### config.mk
export PLATFORM = sky130hd
export DESIGN_NAME = pe_psum_accumulator
export DESIGN_NICKNAME = d
export VERILOG_FILES = /design/src/rtl/pe_psum_accumulator_pkg.sv /design/src/rtl/pe_psum_accumulator_valid_delay.sv /design/src/rtl/pe_psum_accumulator.sv
export SDC_FILE = /design/constraint.sdc
export NUM_CORES = 1
export LEC_CHECK = 0
export ABC_AREA = 1
export BUFFER_PORTS_ARGS = -buffer_cell sky130_fd_sc_hd__buf_2
export CAP_MARGIN = 30
export CORE_ASPECT_RATIO = 0.9
export CORE_MARGIN = 5
export CORE_UTILIZATION = 50
export DETAILED_ROUTE_END_ITERATION = 16
export HOLD_SLACK_MARGIN = 0.02
export MAX_ROUTING_LAYER = met4
export PLACE_DENSITY = 0.68
export SLEW_MARGIN = 5
export SYNTH_ARGS = -nofsm -noshare
export SYNTH_HDL_FRONTEND = slang
export SYNTH_SLANG_ARGS = --single-unit
### constraint.sdc
create_clock -name clk -period 3.93 [get_ports clk]
set_input_delay 0.1965 -clock clk [delete_from_list [all_inputs] [get_ports clk]]
set_output_delay 0.1965 -clock clk [all_outputs]
set_load 0.005 [all_outputs]
### src/rtl/pe_psum_accumulator_pkg.sv
// Package for the PE partial-sum accumulator: fixed-point format constants,
// datapath types and the accumulator-to-result saturation helpers.
package psum_pkg;

    localparam int DATA_W     = 16;
    localparam int FRAC_BITS  = 7;
    localparam int ACC_W      = 24;
    localparam int PE_LATENCY = 5;

    typedef logic signed [DATA_W-1:0] data_t;
    typedef logic signed [ACC_W-1:0]  acc_t;

    localparam data_t SAT_MAX = 16'h7FFF;
    localparam data_t SAT_MIN = 16'h8000;

    // Result limits widened to accumulator width so that comparisons stay signed.
    localparam acc_t ACC_SAT_MAX = {{(ACC_W-DATA_W){1'b0}}, SAT_MAX};
    localparam acc_t ACC_SAT_MIN = {{(ACC_W-DATA_W){1'b1}}, SAT_MIN};

    // Clamp an accumulator value into the result range.
    function automatic data_t sat_to_data(input acc_t acc);
        if (acc > ACC_SAT_MAX) begin
            return SAT_MAX;
        end else if (acc < ACC_SAT_MIN) begin
            return SAT_MIN;
        end else begin
            return acc[DATA_W-1:0];
        end
    endfunction

    // True when sat_to_data would have to clamp this value.
    function automatic logic sat_hit(input acc_t acc);
        return (acc > ACC_SAT_MAX) || (acc < ACC_SAT_MIN);
    endfunction

endpackage

### src/rtl/pe_psum_accumulator_valid_delay.sv
// pe_valid_delay: issue-pulse delay line that advances in lock-step with the
// PE pipeline (same en/clr), so tap k is high when the chunk issued k+1
// enabled edges ago is k+1 stages deep.
module pe_valid_delay
    import psum_pkg::*;
#(
    parameter int WIDTH = PE_LATENCY + 1
) (
    input  logic             clk,
    input  logic             rst,
    input  logic             en,
    input  logic             clr,
    input  logic             din,
    output logic [WIDTH-1:0] q
);

    // Shift on enabled edges only; clr empties the line like reset.
    always_ff @(posedge clk or posedge rst) begin
        if (rst) begin
            q <= '0;
        end else if (clr) begin
            q <= '0;
        end else if (en) begin
            q <= {q[WIDTH-2:0], din};
        end
    end

endmodule

### src/rtl/pe_psum_accumulator.sv
// pe_psum_accumulator: accumulates NUM_CHUNKS consecutive PE tree-adder
// results plus a bias into one neuron pre-activation, saturates it to
// DATA_W bits and emits it with a one-cycle y_valid pulse.
// Optional build macro PE_PSUM_ACCUMULATOR_RELU_EN: clamp negative results
// to zero after saturation (ovf still reflects the pre-ReLU saturation).
module pe_psum_accumulator
    import psum_pkg::*;
#(
    parameter int DATA_W     = psum_pkg::DATA_W,
    parameter int FRAC_BITS  = psum_pkg::FRAC_BITS,
    parameter int ACC_W      = psum_pkg::ACC_W,
    parameter int NUM_CHUNKS = 4,
    parameter int PE_LATENCY = psum_pkg::PE_LATENCY
) (
    input  logic                     clk,
    input  logic                     rst,
    input  logic                     en,
    input  logic                     clr,
    input  logic                     issue,
    input  logic signed [DATA_W-1:0] bias,
    input  logic signed [DATA_W-1:0] pe_out,
    output logic signed [DATA_W-1:0] y,
    output logic                     y_valid,
    output logic                     busy,
    output logic                     ovf
);

    localparam int CNT_W = (NUM_CHUNKS > 1) ? $clog2(NUM_CHUNKS) : 1;
    localparam logic [CNT_W-1:0] CNT_LAST = CNT_W'(NUM_CHUNKS - 1);

    logic [PE_LATENCY:0] vld_sr;

    logic                    capture_p0;
    logic                    first_p0;
    logic                    last_p0;
    logic signed [ACC_W-1:0] bias_ext_p0;
    logic signed [ACC_W-1:0] pe_ext_p0;
    logic signed [ACC_W-1:0] acc_base_p0;
    logic signed [ACC_W-1:0] acc_next_p0;
    logic signed [DATA_W-1:0] sat_p0;
    logic                     sat_hit_p0;
    logic signed [DATA_W-1:0] y_next_p0;

    logic signed [ACC_W-1:0]  acc_p1;
    logic [CNT_W-1:0]         cnt;
    logic signed [DATA_W-1:0] y_p1;
    logic                     y_valid_p1;
    logic                     ovf_p1;

    // The top tap of the line and the format description are carried for
    // readability and for downstream users; they do not steer any logic here.
    logic unused_bits;
    assign unused_bits = vld_sr[PE_LATENCY] | (FRAC_BITS < 0);

    pe_valid_delay #(
        .WIDTH (PE_LATENCY + 1)
    ) u_valid_delay (
        .clk (clk),
        .rst (rst),
        .en  (en),
        .clr (clr),
        .din (issue),
        .q   (vld_sr)
    );

    // ---- p0: capture decision and next accumulator value (combinational) ----
    // The PE result for a chunk is present when its issue pulse reaches tap
    // PE_LATENCY-1, i.e. on the (PE_LATENCY+1)th enabled edge from issue.
    always_comb begin
        capture_p0  = en & vld_sr[PE_LATENCY-1];
        first_p0    = (cnt == '0);
        last_p0     = (cnt == CNT_LAST);
        bias_ext_p0 = {{(ACC_W-DATA_W){bias[DATA_W-1]}}, bias};
        pe_ext_p0   = {{(ACC_W-DATA_W){pe_out[DATA_W-1]}}, pe_out};
        acc_base_p0 = first_p0 ? bias_ext_p0 : acc_p1;
        acc_next_p0 = acc_base_p0 + pe_ext_p0;
        sat_p0      = sat_to_data(acc_next_p0);
        sat_hit_p0  = sat_hit(acc_next_p0);
`ifdef PE_PSUM_ACCUMULATOR_RELU_EN
        y_next_p0   = sat_p0[DATA_W-1] ? '0 : sat_p0;
`else
        y_next_p0   = sat_p0;
`endif
    end

    // ---- p1: accumulator, chunk counter and registered result ----
    // The counter wraps on the last chunk so a following neuron can start on
    // the very next capture without a bubble.
    always_ff @(posedge clk or posedge rst) begin
        if (rst) begin
            acc_p1     <= '0;
            cnt        <= '0;
            y_p1       <= '0;
            y_valid_p1 <= 1'b0;
            ovf_p1     <= 1'b0;
        end else if (clr) begin
            acc_p1     <= '0;
            cnt        <= '0;
            y_p1       <= '0;
            y_valid_p1 <= 1'b0;
            ovf_p1     <= 1'b0;
        end else begin
            y_valid_p1 <= 1'b0;
            if (capture_p0) begin
                acc_p1 <= acc_next_p0;
                if (last_p0) begin
                    cnt        <= '0;
                    y_p1       <= y_next_p0;
                    y_valid_p1 <= 1'b1;
                    if (sat_hit_p0) begin
                        ovf_p1 <= 1'b1;
                    end
                end else begin
                    cnt <= cnt + CNT_W'(1);
                end
            end
        end
    end

    assign y       = y_p1;
    assign y_valid = y_valid_p1;
    assign ovf     = ovf_p1;
    assign busy    = (|vld_sr[PE_LATENCY-1:0]) | (cnt != '0);

endmodule

==> summary.txt, run 1 <==
Run status
  – Outcome: completed

GRT
  – Antenna violations before repair: 0
  – Pin count of the biggest net entering global routing: 33
  – Total track usage: a little under a quarter
  – First-pass GRT wire length: ~19000 um
  – Vias in the first global route: 3839
  – Gr ovfl total: 0

Critical path
  – Largest delay share family, worst path: simple AND/OR/NAND/NOR gates
  – Critical path type: register to register
  – Worst Path Required: 4.17 ns
  – Arrival time worst endpoint: 3.71 ns
  – Worst flop-to-flop path endpoint: y[2]
  – R2R Path Start: cnt[0]
  – Crit. End Element: register
  – Most used cell, CP: nand2_1
  – Type of origin of the critical path: register
  – Critical path buffers and inverters: 4
  – Critical path peak fanout: 20
  – Critical Path Max Stage Delay: around 0.4 ns
  – Critical-path top delay cell: fa_1
  – Setup slack, reg-to-reg: 0.46 ns
  – R2R depth: 23
  – Worst-path cell chain: inv_1 -> ha_2 -> buf_4 -> nand2_1 -> o21ai_0 -> ha_1 -> inv_1 -> fa_1 -> inv_1 -> nand3_1 -> nand2_1 -> nand2_1 -> nand2_1 -> nand2_1 -> nand2_1 -> nand2_1 -> nand2_1 -> nand3_1 -> nor2_2 -> nand2_2 -> nand2_2 -> nand3_1 -> nand3_2

Power and ir drop
  – PwrDens: approximately 370 mW/mm^2
  – Peak supply drop: 0.000169 V
  – Final Total Pwr: 0.00169 W
  – P_leak: ~2.6 nW

STA
  – Max_slew headroom: between 40% and 50%
  – Final count of pins violating max slew: 0
  – Setup violations, final: 0
  – Final Cycle Share: 88.4%
  – Hold_ws: ~0.14 ns
  – Setup TNS: 0 ns
  – Skew final: about 0.0066 ns
  – Worst-Margin Slew: 0.847 ns
  – RSZ-0062 raised after global routing: no
  – FMAX: 288 MHz
  – Clock period minus worst slack: 3.47 ns
  – Final hold viol count: 0

Layout
  – Layout Nets: approximately 740
  – Share of layout cells above drive strength 1: 15.8%
  – Area grow syn2layout: 12.0%
  – N_diodes: 0
  – Final Instance Area: ~0.0046 mm^2
  – Finished Layout Cells: 778

Floorplanning
  – DIE AREA: 0.0101 mm^2
  – Die Wd: 106 um
  – Die Height: 96.0 um
  – Core area: 0.00803 mm^2
  – Initial core utilization: 51.2%
  – Rows: 31
  – Total I/O pin count: 56

Route
  – Final wirelength: 11100 um
  – Drt first-iter violations: roughly 280
  – Via density: about 5.2
  – Drt pass-1 iters: 4
  – Final ANT Viol Nets: 0
  – DRC Markers: 0
  – Wirelength per Cell: 14.3 um
  – Routed via count: 4070

Yosys
  – FF+latch count, synth: 49
  – Post-synthesis cell area: 0.00411 mm^2
  – Top cell type's share of synthesized area: 29.9%
  – Post-synth cell types: 32
  – Largest cells by area after synthesis: dfrtp_1 30%, nand2_1 19%, inv_1 10%, ha_1 7.6%, nand3_1 5.0%
  – Yosys warning total: 0
  – Syn nets: 687
  – Part of the Yosys area used for sequential elements: ~30%
  – Syn avg cell area: roughly 6.6 um^2
  – Biggest area consumer among synthesized cells: dfrtp_1
  – Post-Syn Instances: approximately 620

Place
  – Placed inst area: 0.00447 mm^2
  – # port buffers: 55
  – Final GP Congestion: 0.969
  – Placed Cells: 769
  – Post-DP HPWL: around 9200 um

Worst hold path
  – Hold Path Sink: u_valid_delay.q[0]
  – Hold Path Class: primary input to register
  – Hold_sp: issue
  – Worst Hold Depth: 3

Clock tree
  – H-tree levels: 2
  – Setup Buffers After CTS: 0
  – CTS tree: done
  – Max Buffers Root-to-Sink: 2
  – CTS Buf Count: 5
  – Sink Count: 49
  – Clk Latency, worst-skew pair: 0.30 ns
  – Clk root buf: clkbuf_8
  – Clk slew on worst S/H paths: 0.09 ns

Job
  – Reported max-cap violation count: 0
-- worst min-delay path, cell delays in order --
cell and delay (ns):
buf_2 0.07, nand3_1 0.06, o21ai_0 0.07
-- report_power, final --
part,internal [W],total [W],switching (W)
sequential,0.000520,0.000526,0.00000602
clock,0.000191,0.000365,0.000174
combinational,0.000257,0.000795,0.000538
total,0.000968,0.00169,0.000718
-- flip-flops by register name, indices dropped and copies added, names as in the netlist --
register         count
y_valid              1
u_valid_delay.q      5
cnt                  2
y                   16
ovf                  1
acc_p1              24
-- stage by stage --
step	utilization (%)	setup WS (ns)
CTS	57.3	0.312
detailed placement	55.7	0.331
finish	57.3	0.456
floorplan	-	0.930
global placement	55.4	0.454
global route	57.3	0.0498
-- per-layer routing --
metal / part of all wire [%] / GRT usage, % / vias to the layer above
met5: 0 / - / -
li1: - / - / 2055
met2: 45 / 36.0 / 124
met1: 48 / 34.5 / 1882
met4: 1.0 / 5.72 / 0
met3: 6.0 / 1.95 / 9
-- area by class of cell --
type	instances	area (um^2)
well taps	99	124
flip-flops and latches	49	1230
clock buffers	5	68.8
inverters	117	439
fillers	818	3430
multi-input cells	446	2370
repair buffers	59	320
clock inverters	3	46.3
-- cells in the mapped netlist (all sizes together) --
cell type,count
nand2,219
inv,116
nand3,56
dfrtp,49
nor2,39
o21ai,37
ha,25
a21oi,23
o22ai,11
clkbuf,9
xor2,9
nand4,8
xnor2,6
a31oi,4
buf,3
nor3,3
nand3b,2
or2,2
and2,1
clkinv,1
fa,1
-- placed cells by master (no fill, tap or decap), types with 11 or more instances in the layout --
cell type,Yosys,routed
o21ai_0,37,37
buf_2,1,55
o22ai_1,11,11
dfrtp_1,49,49
nand3_2,14,14
nand2_1,209,209
ha_1,25,24
nand3_1,41,41
nor2_1,30,30
inv_1,114,113
a21oi_1,23,23
-- timing repair --
action / in CTS / in global routing
resized for setup: 0 / 1
hold buffers: 1 / 0
endpoints found under the setup margin: 0 / 15
endpoints found under the hold margin: 17 / 0
-- how the worst max path moves through the flow --
stage                     startpoint     to  depth (start not counted)
after floorplan               cnt[0]  y[10]                         23
after global placement        cnt[0]  y[13]                         19
after detailed placement      cnt[0]   y[2]                         23
after CTS                     cnt[0]   y[2]                         23
after global routing          cnt[0]  y[12]                         23
final                         cnt[0]   y[2]                         23
-- cell families (layout without fill, tap and decap cells) --
group / after synthesis / after routing / share of synthesized area [%]
and+or+nand+nor: 330 / 330 / 36.2
buffers and inverters: 129 / 184 / 12.4
AOI/OAI and AO/OA: 75 / 75 / 9.59
DFF: 49 / 49 / 29.9
adders and majority gates: 26 / 26 / 8.10
xor gates and xnor gates: 15 / 15 / 3.84
Note: power is estimated with default switching activity, not from simulation.
==> run 2: changes to the inputs <==
--- a/config.mk
+++ b/config.mk
@@ -5,7 +5,6 @@
 export SDC_FILE = /design/constraint.sdc
 export NUM_CORES = 1
 export LEC_CHECK = 0
-export ABC_AREA = 1
 export BUFFER_PORTS_ARGS = -buffer_cell sky130_fd_sc_hd__buf_2
 export CAP_MARGIN = 30
 export CORE_ASPECT_RATIO = 0.9
@@ -14,7 +13,7 @@
 export DETAILED_ROUTE_END_ITERATION = 16
 export HOLD_SLACK_MARGIN = 0.02
 export MAX_ROUTING_LAYER = met4
-export PLACE_DENSITY = 0.68
+export PLACE_DENSITY = 0.69
 export SLEW_MARGIN = 5
 export SYNTH_ARGS = -nofsm -noshare
 export SYNTH_HDL_FRONTEND = slang
==> run 2 against run 1 <==
  * The flow now finishes with violations (setup timing)
  * Register-to-register slack worse by 0.53 ns
  * Maximum frequency down 13%
  * First-iteration DRC count down 30%
  * Sequential power down 4%
  * Sequential share of layout area down 0.28 points
  * Largest power group is now registers
  * Highest routed layer unchanged
==> summary.txt, run 2 <==
Place
  – Placed inst area: 0.00421 mm^2 (was 0.00447 mm^2)
  – Worst slack, placed: -0.160 ns (was 0.331 ns)
  – Final GP Congestion: 0.924 (was 0.969)
  – # port buffers: 55 (unchanged)
  – Post-DP HPWL: 7730 um (was 9200 um)

Clock tree
  – CTS tree: done (unchanged)
  – Clk root buf: clkbuf_8 (unchanged)
  – Clk slew on worst S/H paths: 0.09 ns (about the same)
  – Max Buffers Root-to-Sink: 2 (unchanged)
  – CTS Buf Count: 5 (unchanged)
  – H-tree levels: 2 (unchanged)
  – Sink Count: 49 (unchanged)
  – Clk Latency, worst-skew pair: 0.31 ns (was 0.30 ns)

Layout
  – Most frequent cells in the layout: 55 x buf_2, 49 x dfrtp_1, 44 x buf_4 (was 209 x nand2_1, 113 x inv_1, 55 x buf_2)
  – N_diodes: 0 (unchanged)
  – Commonest non-fill, non-tap cell in the layout: buf_2 (was nand2_1)
  – Layout Nets: 540 (was 741)
  – Area grow syn2layout: 26.4% (was 12.0%)
  – Fill cells: 599 (was 818)
  – Final Instance Area: 0.00465 mm^2 (was 0.00460 mm^2)
  – Largest register FFs: 24 (unchanged)
  – Share of layout cells above drive strength 1: 36.4% (was 15.8%)
  – Top reg by flops: acc_p1 (unchanged)

Power and ir drop
  – Switching share of power: 35.1% (was 42.6%)
  – PwrDens: 277 mW/mm^2 (was 367 mW/mm^2)
  – Peak supply drop: 0.000170 V (was 0.000169 V)
  – P_leak: 2.19 nW (was 2.65 nW)
  – Clock Power Share: 23.8% (was 21.6%)
  – Internal: 0.000836 W (was 0.000968 W)
  – Psw: 0.000453 W (was 0.000718 W)
  – Final Total Pwr: 0.00129 W (was 0.00169 W)
  – Comb power frac: 36.9% (was 47.2%)
  – Reg power frac: 39.3% (was 31.2%)

Yosys
  – Synth cell count leaders: 49 x dfrtp_1, 39 x nand2_1, 28 x a21oi_1 (was 209 x nand2_1, 114 x inv_1, 49 x dfrtp_1)
  – Biggest area consumer among synthesized cells: dfrtp_1 (unchanged)
  – Async SR Flop Fraction: 100% (unchanged)
  – FF+latch count, synth: 49 (unchanged)
  – Post-Syn Instances: 381 (was 624)
  – Prevailing post-synth register cell: dfrtp_1 (unchanged)
  – Syn nets: 444 (was 687)
  – Number of synthesized flops with an enable pin: 0 (unchanged)
  – Post-synthesis cell area: 0.00368 mm^2 (was 0.00411 mm^2)
  – Largest cells by area after synthesis: dfrtp_1 33%, ha_1 8.5%, a22o_1 4.8%, mux2_2 4.6%, nand2_1 4.0% (was dfrtp_1 30%, nand2_1 19%, inv_1 10%, ha_1 7.6%, nand3_1 5.0%)
  – Post-synth cell types: 66 (was 32)
  – Syn avg cell area: 9.65 um^2 (was 6.58 um^2)
  – Most common cell in the netlist: dfrtp_1 (was nand2_1)
  – Top cell type's share of synthesized area: 33.3% (was 29.9%)
  – Part of the Yosys area used for sequential elements: 33.3% (was 29.9%)
  – Yosys warning total: 0 (unchanged)

GRT
  – Pin count of the biggest net entering global routing: 35 (was 33)
  – Vias in the first global route: 3222 (was 3839)
  – Total track usage: 21.9% (was 23.7%)
  – First-pass GRT wire length: 15600 um (was 18700 um)
  – Gr ovfl total: 0 (unchanged)
  – Antenna violations before repair: 0 (unchanged)

Critical path
  – Worst Path Required: 4.13 ns (was 4.17 ns)
  – R2R Path Start: cnt[0] (unchanged)
  – Worst flop-to-flop path endpoint: y[14] (was y[2])
  – Setup slack, reg-to-reg: -0.08 ns (was 0.46 ns)
  – Critical path peak fanout: 7 (was 20)
  – R2R depth: 15 (was 23)
  – Arrival time worst endpoint: 4.20 ns (was 3.71 ns)
  – Crit. End Element: register (unchanged)
  – Critical path type: register to register (unchanged)
  – CP endpoint: y[14] (was y[2])
  – Worst setup startpoint: cnt[0] (unchanged)
  – Type of origin of the critical path: register (unchanged)

Route
  – Wirelength per Cell: 18.5 um (was 14.3 um)
  – Final ANT Viol Nets: 0 (unchanged)
  – DRC Markers: 0 (unchanged)
  – Routed via count: 3405 (was 4070)
  – Drt first-iter violations: 193 (was 276)
  – Via density: 5.96 (was 5.23)
  – Final wirelength: 10500 um (was 11100 um)
  – Drt pass-1 iters: 5 (was 4)

Run status
  – Failing checks: setup timing
  – Outcome: complete, but fails checks (was completed)

STA
  – Skew final: 0.00764 ns (was 0.00663 ns)
  – FMAX: 250 MHz (was 288 MHz)
  – Clock period minus worst slack: 4.01 ns (was 3.47 ns)
  – Max_slew headroom: 72.3% (was 43.4%)
  – Worst-Margin Slew: 0.415 ns (was 0.847 ns)
  – Setup violations, final: 14 (was 0)
  – Final setup margin: -0.0769 ns (was 0.456 ns)
  – RSZ-0062 raised after global routing: yes (was no)
  – Final Cycle Share: 102% (was 88.4%)
  – Final count of pins violating max slew: 0 (unchanged)
  – Final hold viol count: 0 (unchanged)

Floorplanning
  – Rows: 29 (was 31)
  – Die Wd: 100 um (was 106 um)
  – Initial core utilization: 51.7% (was 51.2%)
  – Total I/O pin count: 56 (unchanged)
  – DIE AREA: 0.00917 mm^2 (was 0.0101 mm^2)
  – Core area: 0.00711 mm^2 (was 0.00803 mm^2)
  – Die Height: 91.4 um (was 96.0 um)

Job
  – Reported max-cap violation count: 0 (unchanged)

Worst hold path
  – Hold_sp: issue (unchanged)
  – Hold Path Class: primary input to register (unchanged)
[run 2: cell count changes in the layout (fill, tap and decap cells not counted), sizes merged, moves of 6 or more]
cell,previous run,this run
nor2,39,16
buf,58,103
or3,0,6
o211ai,0,9
nand3,56,5
mux2,0,15
a21oi,23,30
o22ai,11,1
a21o,0,6
o21ai,37,27
nand2,219,39
a221o,0,12
inv,116,20
a22o,0,20
[run 2: kinds of logic (layout without fill, tap and decap cells)]
logic type / after synthesis / in the layout / synth area share [%]
muxes: 20 / 20 / 5.95
AOI/OAI and AO/OA: 131 / 131 / 27.9
DFF: 49 / 49 / 33.3
buffers and inverters: 36 / 132 / 5.72
adders and majority gates: 26 / 26 / 9.05
and+or+nand+nor: 103 / 104 / 14.3
xor gates and xnor gates: 16 / 16 / 3.81
[run 2: power by group through the flow]
stage | registers (W) | logic (W) | clock network [W]
4_1_cts | 0.000506 | 0.000420 | 0.000312
2_1_floorplan | 0.000516 | 0.000283 | 0
3_5_place_dp | 0.000516 | 0.000415 | 0
6_report | 0.000506 | 0.000475 | 0.000307
3_3_place_gp | 0.000516 | 0.000408 | 0
5_1_grt | 0.000507 | 0.000514 | 0.000330
[run 2: worst max-delay path, cell delays in order, from the launching register on]
cell       delay [ns]
dfrtp_1          0.41
inv_2            0.07
ha_4             0.17
buf_12           0.14
buf_8            0.12
mux2_4           0.31
ha_4             0.28
nand4_4          0.08
buf_6            0.13
a2111o_1         0.48
a2111oi_4        0.42
o21ai_2          0.15
a2111oi_4        0.43
a41oi_4          0.19
and2_4           0.21
a221o_1          0.28
[run 2: cell type report]
class                      instances  area (um^2)  share of cell area [%]
tap                               93          116                    2.50
clock inverter                     2         15.0                   0.323
timing repair buffer             104          682                    14.7
sequential                        49         1230                    26.4
multi-input combinational        297         2460                    52.9
clock buffer                       6         72.6                    1.56
inverter                          20         75.1                    1.62
[run 2: worst min path at each step]
| stage | end | cells past startpoint | slack [ns] |
|---|---|---|---|
| floorplan | u_valid_delay.q[0] | 2 | 0.35 |
| global placement | y[0] | 2 | 0.45 |
| detailed placement | u_valid_delay.q[0] | 2 | 0.18 |
| CTS | u_valid_delay.q[0] | 3 | 0.13 |
| global route | u_valid_delay.q[4] | 2 | 0.19 |
| finish | u_valid_delay.q[0] | 3 | 0.12 |
[run 2: metrics by stage]
stage / setup TNS, ns / cells / hold slack (ns) / util, %
2_1_floorplan: 0 / 381 / 0.353 / -
3_3_place_gp: -0.799 / 545 / 0.447 / 59.0
3_5_place_dp: -2.17 / 546 / 0.183 / 59.3
4_1_cts: 0 / 555 / 0.132 / 60.9
5_1_grt: -3.20 / 571 / 0.191 / 65.4
6_report: -0.737 / 571 / 0.124 / 65.4
[run 2: timing repair]
action | 4_1_cts | 5_1_grt
pin swaps | 2 | 11
buffers inserted | 0 | 15
cloned | 0 | 1
hold buffers | 1 | 0
endpoints found under the hold margin | 15 | 0
gates resized for setup | 4 | 39
endpoints found under the setup margin | 16 | 16
[run 2: layer usage]
layer  share of wire [%]  GRT usage (%)  vias to the layer above  wire, um
li1                    -              -                     1627         -
met1                  43           28.9                     1641      4560
met2                  48           34.0                      117      5070
met3                 6.0           3.37                       20       627
met4                 2.7           8.31                        0       280
met5                   0              -                        -         0
==> run 3: changes to the inputs <==
--- a/config.mk
+++ b/config.mk
@@ -13,7 +13,7 @@
 export DETAILED_ROUTE_END_ITERATION = 16
 export HOLD_SLACK_MARGIN = 0.02
 export MAX_ROUTING_LAYER = met4
-export PLACE_DENSITY = 0.69
+export PLACE_DENSITY = 0.72
 export SLEW_MARGIN = 5
 export SYNTH_ARGS = -nofsm -noshare
 export SYNTH_HDL_FRONTEND = slang
==> run 3 against run 2 <==
  * The flow now finishes without violations
  * Design area fell by 1.4%
  * Utilization shrank 0.90 points
  * Non-clock buffer count down 7
  * Sequential cell count did not move
  * Global-route usage is essentially flat
  * Sequential share of layout area increased by 0.37 points
  * Clock power is essentially flat
  * Sequential power about the same
  * Routed wire length fell by 3.1%
  * Power decreased by 1.1%
  * Critical endpoint is now y[2]
==> summary.txt, run 3 (same netlist as run 2, synthesis figures left out) <==
STA
  – Clock period minus worst slack: 3.82 ns (was 4.01 ns)
  – FMAX: 262 MHz (was 250 MHz)
  – Setup violations, final: 0 (was 14)
  – Final count of pins violating max slew: 0 (unchanged)
  – Skew final: 0.0148 ns (was 0.00764 ns)
  – Final hold viol count: 0 (unchanged)
  – RSZ-0062 raised after global routing: yes (unchanged)
  – Worst-Margin Slew: 0.577 ns (was 0.415 ns)
  – Max_slew headroom: 61.5% (was 72.3%)
  – Final Cycle Share: 97.2% (was 102%)
  – Final setup margin: 0.111 ns (was -0.0769 ns)

Power and ir drop
  – Peak supply drop: 0.000181 V (was 0.000170 V)
  – PwrDens: 278 mW/mm^2 (was 277 mW/mm^2)
  – Final Total Pwr: 0.00127 W (was 0.00129 W)
  – P_leak: 2.16 nW (was 2.19 nW)

Route
  – Final ANT Viol Nets: 0 (unchanged)
  – Drt pass-1 iters: 5 (unchanged)
  – Routed via count: 3389 (was 3405)
  – Drt first-iter violations: 218 (was 193)
  – Via density: 6.02 (was 5.96)
  – Final wirelength: 10200 um (was 10500 um)
  – Wirelength per Cell: 18.1 um (was 18.5 um)
  – DRC Markers: 0 (unchanged)

Critical path
  – Worst Path Required: 4.12 ns (was 4.13 ns)
  – Type of origin of the critical path: register (unchanged)
  – Setup slack, reg-to-reg: 0.11 ns (was -0.08 ns)
  – Critical path peak fanout: 12 (was 7)
  – Critical-path top delay cell: dfrtp_1 (was a2111o_1)
  – Worst flop-to-flop path endpoint: y[2] (was y[14])
  – R2R depth: 15 (unchanged)
  – Critical Path Max Stage Delay: 0.40 ns (was 0.48 ns)
  – Crit. End Element: register (unchanged)
  – Arrival time worst endpoint: 4.01 ns (was 4.20 ns)
  – R2R Path Start: cnt[1] (was cnt[0])
  – Worst-path cell chain: inv_2 -> ha_4 -> buf_12 -> mux2_2 -> ha_1 -> a21oi_2 -> o221ai_4 -> buf_4 -> buf_4 -> o21a_1 -> o211a_1 -> a2111oi_4 -> a41oi_2 -> and2_4 -> a221o_1 (was inv_2 -> ha_4 -> buf_12 -> buf_8 -> mux2_4 -> ha_4 -> nand4_4 -> buf_6 -> a2111o_1 -> a2111oi_4 -> o21ai_2 -> a2111oi_4 -> a41oi_4 -> and2_4 -> a221o_1)
  – Critical path type: register to register (unchanged)
  – Most used cell, CP: buf_4

GRT
  – First-pass GRT wire length: 16100 um (was 15600 um)
  – Vias in the first global route: 3295 (was 3222)
  – Gr ovfl total: 0 (unchanged)
  – Total track usage: 21.9% (about the same)
  – Antenna violations before repair: 0 (unchanged)
  – Pin count of the biggest net entering global routing: 27 (was 35)

Floorplanning
  – Die Height: 91.4 um (unchanged)
  – Total I/O pin count: 56 (unchanged)
  – DIE AREA: 0.00917 mm^2 (unchanged)
  – Initial core utilization: 51.7% (unchanged)
  – Rows: 29 (unchanged)
  – Die Wd: 100 um (unchanged)
  – Core area: 0.00711 mm^2 (unchanged)

Layout
  – Area grow syn2layout: 24.7% (was 26.4%)
  – Top reg by flops: acc_p1 (unchanged)
  – Commonest non-fill, non-tap cell in the layout: buf_2 (unchanged)
  – Fill cells: 598 (was 599)
  – N_diodes: 0 (unchanged)
  – Largest register FFs: 24 (unchanged)
  – Most frequent cells in the layout: 55 x buf_2, 49 x dfrtp_1, 37 x nand2_1 (was 55 x buf_2, 49 x dfrtp_1, 44 x buf_4)
  – Layout Nets: 532 (was 540)
  – Share of layout cells above drive strength 1: 36.6% (was 36.4%)

Clock tree
  – CTS Buf Count: 5 (unchanged)
  – Clk Latency, worst-skew pair: 0.30 ns (was 0.31 ns)
  – Sink Count: 49 (unchanged)
  – Max Buffers Root-to-Sink: 2 (unchanged)
  – H-tree levels: 2 (unchanged)
  – CTS tree: done (unchanged)
  – Clk root buf: clkbuf_8 (unchanged)
  – Clk slew on worst S/H paths: 0.10 ns (was 0.09 ns)

Run status
  – Outcome: completed (was complete, but fails checks)

Place
  – Final GP Congestion: 0.907 (was 0.924)
  – Post-DP HPWL: 7810 um (was 7730 um)
  – # port buffers: 55 (unchanged)
  – Worst slack, placed: -0.121 ns (was -0.160 ns)

Job
  – Reported max-cap violation count: 0 (unchanged)

Worst hold path
  – Hold Path Class: primary input to register (unchanged)
  – Hold_sp: issue (unchanged)
  – Worst Hold Depth: 3 (unchanged)
  – Hold Path Sink: u_valid_delay.q[0] (unchanged)
[run 3: critical path: cells and delay by family, from the launching register on]
kind	cells	cell delay [ns]
AND/OR/NAND/NOR	1	0.22
adder cells (fa/ha/maj)	2	0.56
buffers and inverters	4	0.51
flip-flops	1	0.40
AO/OA/AOI/OAI	7	1.69
multiplexers	1	0.34
[run 3: metal layers]
metal	share of wire, %	GRT usage, %	routed length [um]
met5	0	-	0
met3	6.6	3.37	670
met4	1.3	4.26	133
met2	48	35.3	4880
met1	44	29.4	4530
[run 3: stage by stage]
stage | cells | setup TNS (ns) | cell area (um^2) | util (%) | hold WS [ns]
after floorplan | 381 | 0 | 3690 | - | 0.353
after global placement | 546 | -0.413 | 4200 | 59.1 | 0.443
after detailed placement | 548 | -1.14 | 4240 | 59.6 | 0.289
after CTS | 557 | 0 | 4350 | 61.2 | 0.163
after global routing | 563 | -0.421 | 4580 | 64.5 | 0.199
final | 563 | 0 | 4580 | 64.5 | 0.150
[run 3: area by class of cell]
cell class                 instances  area, um^2  area share, %
clock inverter                     2        15.0          0.328
timing repair buffer              97         647           14.1
sequential                        49        1230           26.7
tap                               93         116           2.54
clock buffer                       6        72.6           1.58
inverter                          20        75.1           1.64
multi-input combinational        296        2430           53.1
[run 3: power breakdown]
group	internal (W)	switching, W
clock network	0.000126	0.000179
logic	0.000204	0.000259
registers	0.000505	0.00000112
total	0.000835	0.000439
[run 3: how the worst max path moves through the flow]
stage,from,endpoint,slack (ns)
after floorplan,cnt[0],y[10],0.001
after global placement,cnt[0],y[13],-0.06
after detailed placement,cnt[1],y[14],-0.12
after CTS,cnt[0],y[2],0.03
after global routing,cnt[1],y[10],-0.04
final,cnt[1],y[2],0.11
[run 3: what timing repair did]
item / in CTS / in global routing
gates cloned: 0 / 1
hold buffers: 1 / 0
endpoints found under the setup margin: 14 / 16
resized for setup: 3 / 36
pin swaps: 0 / 17
hold endpoints to repair: 25 / 0
setup buffers: 0 / 5
